[src/rtl/tl_ul_inflight_entry.sv]
`default_nettype none
// ============================================================================
// Module   : tl_ul_inflight_entry
// Purpose  : One per-source tracking slot: holds the outstanding request,
//            ages it, and compares the matching D response against it.
// Revision : 1.0 - initial release
// ============================================================================
module tl_ul_inflight_entry #(
  parameter int TIMEOUT = 1024
) (
  input  logic       clk_i,
  input  logic       rst_i,
  input  logic       a_hit_i,      // legal A fire on this source
  input  logic [2:0] a_exp_op_i,   // D opcode the new request expects
  input  logic [2:0] a_size_i,
  input  logic       d_hit_i,      // D fire on this source
  input  logic [2:0] d_opcode_i,
  input  logic [2:0] d_size_i,
  output logic       valid_d_o,    // next-state valid, used for the registered count
  output logic       dup_o,
  output logic       orphan_o,
  output logic       op_err_o,
  output logic       size_err_o,
  output logic       timeout_o
);

  localparam int c_AGE_W = $clog2(TIMEOUT + 1);
  localparam logic [c_AGE_W-1:0] c_AGE_MAX  = c_AGE_W'(TIMEOUT);
  localparam logic [c_AGE_W-1:0] c_AGE_LAST = c_AGE_W'(TIMEOUT - 1);

  logic               valid_q, valid_d;
  logic [2:0]         op_q, op_d;
  logic [2:0]         size_q, size_d;
  logic [c_AGE_W-1:0] age_q, age_d;
  logic               to_q, to_d;

  // The timeout event is judged on the registered age only, so a response in
  // the very cycle the deadline is reached still sees the timeout raised.
  assign timeout_o  = valid_q && !to_q && (age_q == c_AGE_LAST);
  assign orphan_o   = d_hit_i && !valid_q;
  assign op_err_o   = d_hit_i && valid_q && (d_opcode_i != op_q);
  assign size_err_o = d_hit_i && valid_q && (d_size_i != size_q);
  // A same-cycle response retires the old entry first, so that is not a dup
  assign dup_o      = a_hit_i && valid_q && !d_hit_i;
  assign valid_d_o  = valid_d;

  // Next state: allocation wins over retirement, otherwise age the entry
  always_comb begin
    valid_d = valid_q;
    op_d    = op_q;
    size_d  = size_q;
    age_d   = age_q;
    to_d    = to_q;
    if (a_hit_i) begin
      valid_d = 1'b1;
      op_d    = a_exp_op_i;
      size_d  = a_size_i;
      age_d   = '0;
      to_d    = 1'b0;
    end else if (d_hit_i) begin
      valid_d = 1'b0;
      age_d   = '0;
      to_d    = 1'b0;
    end else if (valid_q) begin
      if (age_q != c_AGE_MAX) age_d = age_q + c_AGE_W'(1);
      if (timeout_o) to_d = 1'b1;
    end
  end

  // Entry state register
  always_ff @(posedge clk_i) begin
    if (rst_i) begin
      valid_q <= 1'b0;
      op_q    <= '0;
      size_q  <= '0;
      age_q   <= '0;
      to_q    <= 1'b0;
    end else begin
      valid_q <= valid_d;
      op_q    <= op_d;
      size_q  <= size_d;
      age_q   <= age_d;
      to_q    <= to_d;
    end
  end

endmodule
`default_nettype wire

[config.mk]
export PLATFORM = sky130hd
export DESIGN_NAME = tl_ul_inflight_entry
export DESIGN_NICKNAME = d
export VERILOG_FILES = /design/src/rtl/tl_ul_inflight_entry.sv
export SDC_FILE = /design/constraint.sdc
export NUM_CORES = 1
export LEC_CHECK = 0
export BUFFER_PORTS_ARGS = -buffer_cell sky130_fd_sc_hd__buf_2
export CELL_PAD_IN_SITES_DETAIL_PLACEMENT = 1
export CELL_PAD_IN_SITES_GLOBAL_PLACEMENT = 2
export CORE_UTILIZATION = 30
export CTS_BUF_LIST = sky130_fd_sc_hd__clkbuf_4 sky130_fd_sc_hd__clkbuf_8 sky130_fd_sc_hd__clkbuf_16
export CTS_CLUSTER_DIAMETER = 50
export DETAILED_ROUTE_END_ITERATION = 6
export PLACE_DENSITY = 0.79
export SKIP_CTS_REPAIR_TIMING = 1
export SLEW_MARGIN = 25
export SYNTH_ARGS = -nofsm -noshare
export SYNTH_HDL_FRONTEND = slang
export SYNTH_SLANG_ARGS = --single-unit
[constraint.sdc]
create_clock -name clk_i -period 2 [get_ports clk_i]
set_input_delay 0.3 -clock clk_i [delete_from_list [all_inputs] [get_ports clk_i]]
set_output_delay 0.3 -clock clk_i [all_outputs]
set_load 0.05 [all_outputs]
==> results.md <==
Setup path:
- On the critical path the largest part of the delay comes from simple AND/OR/NAND/NOR gates.
- The capture instance of the worst register-to-register path is age_q[1].
- The worst setup path is launched from a flip-flop.
- Setup slack on the worst reg-to-reg path comes out at 0.46 ns.
- The data arrival time of the critical path is 1.71 ns.
- The slowest library cell on the worst path is sky130_fd_sc_hd__or4_4.
- The maximum fanout count along the critical path is 3.
- The sum of buffers and inverters on the critical path is 1.
- For this run, the slowest stage of the critical path takes 0.46 ns.
- The class of the most critical setup path is reg2out.
- The element type at the critical path end is an output pin.
- The worst endpoint required time is 1.70 ns.
- The logic depth of the worst register-to-register path is 6.
- The startpoint of the worst register-to-register path is age_q[0].
- The signal on the critical path passes through ha_4, nand4_2, or4_4, nor3_4, buf_6.

Drt:
- The ratio of routed vias to standard cells is 4.75.
- For this block, the routed nets add up to 2220 µm of wire.
- The total vias in the final route is 817.
- The average wire per standard cell is 12.9 µm.
- Once detail routing completed, the nets flagged for antenna violations numbered 0.
- For this run, the detailed router's first-pass iteration total came to 4.
- For this run, design rule violations remaining after detail routing come to 0.
- After the first detailed-routing iteration, the DRC count stood at 12.

STA:
- Setup repair after global routing could not meet its margin everywhere.
- The period utilization is 1.01.
- The minimum clock period after layout is 2.01 ns.
- The count of pins over their slew limit is 0.
- The maximum clock rate is 0.497 GHz.
- The worst-case clock skew is 0.00253 ns.
- Summed over all failing endpoints, the final setup total negative slack is -0.0105 ns.
- The worst path setup slack after routing is -0.0105 ns.
- Setup violations remaining at the end of the flow were counted as 1.
- The worst slew margin relative to its limit is 0.660.
- The pin slew with the least headroom to its limit is 0.507 ns.
- The number of failing hold endpoints at the final stage came to 0.

Global route:
- The number of global-route vias before repair is 878.
- The number of antenna violations at the first check in global routing is 0.
- In the global route stage, overall resource usage came out at 0.146.
- The wire length of the first global-routing pass is 3780 µm.
- Entering global routing, the biggest net connects 11 pins.
- The total overflow left after global routing is 0.

Place:
- The HPWL reported at the end of detailed placement is 1710 µm.
- The weighted congestion at the end of routability-driven global placement is 0.692.
- Before CTS, the worst setup slack after placement is 0.124 ns.
- Port buffering added 21 buffers.

Floorplan:
- The floorplan step defined a die boundary enclosing 3380 µm².
- 22 I/O pins were placed.
- From bottom edge to top edge, the die measures 58.1 µm.
- The number of placement rows is 19.
- After floorplanning, the core was sized to cover 2880 µm².
- The starting density of the core is 0.328.
- The die extent in x is 58.1 µm.

Synth:
- Among all cell types in the netlist, the one instantiated most often is sky130_fd_sc_hd__dfxtp_1.
- The register bit count reported by yosys is 19.
- Ranked by total cell area, the synthesized netlist is headed by sky130_fd_sc_hd__dfxtp_1, sky130_fd_sc_hd__mux2i_1, sky130_fd_sc_hd__xnor2_1.
- The count of different cell masters after synthesis is 31.
- After synthesis the cells add up to 945 µm².
- Of all flip-flops after synthesis, the portion carrying an async set or reset was 0.
- The fraction of synthesized cell area taken by the top area cell type is 0.403.
- The most area-hungry cell type in the Yosys netlist is sky130_fd_sc_hd__dfxtp_1.
- Of the synthesized area, sequential elements account for 0.403.
- The number of nets produced by synthesis is 123.
- For this run, the number of Yosys warnings is 0.
- The number of flops mapped to enable cells by yosys is 0.
- After synthesis, the most frequently instantiated cells are sky130_fd_sc_hd__dfxtp_1, sky130_fd_sc_hd__mux2i_1, sky130_fd_sc_hd__nand2_1.
- Among all flip-flop cells after synthesis, the most frequent one is sky130_fd_sc_hd__dfxtp_1.
- The cell count after synthesis came out at 105.
- In this run the mean area of a mapped cell was 9.00 µm².

Clock tree:
- TritonCTS built the clock tree.
- The number of H-tree levels is 1.
- The buffer cell driving the clock tree root is sky130_fd_sc_hd__clkbuf_4.
- The clock-pin slew of the registers on the worst-case setup and hold paths is 0.11 ns.
- Counting the buffers created by CTS gives 3.
- The deepest clock path buffer count is 2.
- At the later pin of the worst-skew pair, clock insertion delay measures 0.30 ns.
- The count of clock tree sinks is 19.

Worst hold path:
- The worst hold path terminates at size_q[1].
- The origin of the worst min-delay path is a_size_i[1].
- Along the worst hold path, the cell count comes to 3.
- The worst min-delay path class is in2reg.

Power and ir drop:
- Summing internal, switching and leakage power gives 0.691 mW.
- IR analysis of the VDD net gives a maximum drop of 0.340 mV.
- For this design the ratio of total power to cell area is 579 nW/µm².
- For this design the static power due to leakage is 0.464 nW.

Status:
- The checks that failed: setup timing.
- The run finished, with violations left.

Job:
- Across the run, the number of max-cap violations was 0.

Finish:
- The growth of design area from synthesis to finish is 26.4%.
- In the final layout, the share of cells above drive strength 1 is 0.315.
- The final core utilization is 0.415.
- The antenna diode count is 0.
- For this run, the post-layout net count is 149.
-- power by group --
group	switching, mW	leakage (nW)	total (mW)	internal (mW)
clock	0.118	0.0184	0.209	0.0913
combinational	0.0526	0.288	0.0896	0.0370
sequential	0.00772	0.158	0.392	0.385
-- state kept, by name (all words and copies together), names as in the netlist --
register  cells
size_q        3
op_q          3
to_q          1
valid_q       1
age_q        11
-- worst max path at each step --
stage	startpoint	end	slack [ns]	cells past startpoint
6_report	age_q[1]	timeout_o	-0.01	5
2_1_floorplan	a_hit_i	dup_o	0.002	2
4_1_cts	age_q[0]	timeout_o	-0.24	5
5_1_grt	age_q[1]	timeout_o	-0.07	5
3_3_place_gp	age_q[5]	timeout_o	0.21	4
3_5_place_dp	age_q[5]	timeout_o	0.12	4
-- metrics by stage --
stage | hold slack, ns | std cells | instance area, µm²
global placement | 0.484 | 166 | 1110
finish | 0.231 | 172 | 1190
global route | 0.261 | 172 | 1190
floorplan | 0.447 | 105 | 956
CTS | 0.228 | 170 | 1140
detailed placement | 0.503 | 166 | 1110
-- worst register-to-register path, cell delays in order (launching register included) --
cell	delay [ns]
sky130_fd_sc_hd__dfxtp_4	0.37
sky130_fd_sc_hd__buf_4	0.14
sky130_fd_sc_hd__inv_1	0.08
sky130_fd_sc_hd__ha_1	0.16
sky130_fd_sc_hd__nor4b_1	0.31
sky130_fd_sc_hd__a31oi_1	0.22
sky130_fd_sc_hd__mux2i_1	0.16
-- routing by layer --
metal	vias to the layer above	part of all wire	wire (µm)	GRT usage
li1	419	-	-	-
met1	384	0.46	1030	0.173
met2	12	0.50	1100	0.261
met3	2	0.031	69	0.0469
met4	0	0.0059	13	0.0204
met5	-	0	0	0
-- area by class of cell --
| class | instances | area, µm² |
|---|---|---|
| clock buffer | 4 | 30.0 |
| fill | 363 | 1680 |
| inverter | 7 | 26.3 |
| multi-input combinational | 76 | 558 |
| sequential | 19 | 393 |
| tap | 42 | 52.6 |
| timing repair buffer | 24 | 134 |
-- kinds of logic after synthesis --
kind of cell,after synthesis,share of synthesized area
compound gates,13,0.0834
xor+xnor,9,0.0834
fa+ha+maj,2,0.0265
buf+inv,10,0.0411
flops,19,0.403
mux,10,0.106
simple gates,42,0.257
-- layout by cell type, fill, tap and decap left out, types with 4 or more instances in the layout --
| cell type | n |
|---|---|
| sky130_fd_sc_hd__clkbuf_4 | 4 |
| sky130_fd_sc_hd__nor2_1 | 8 |
| sky130_fd_sc_hd__buf_2 | 20 |
| sky130_fd_sc_hd__a21oi_1 | 4 |
| sky130_fd_sc_hd__dfxtp_1 | 13 |
| sky130_fd_sc_hd__dfxtp_2 | 4 |
| sky130_fd_sc_hd__mux2i_1 | 10 |
| sky130_fd_sc_hd__nand2_1 | 10 |
| sky130_fd_sc_hd__inv_1 | 7 |
| sky130_fd_sc_hd__xnor2_1 | 8 |
No activity file was read; power rests on OpenSTA's default activity.
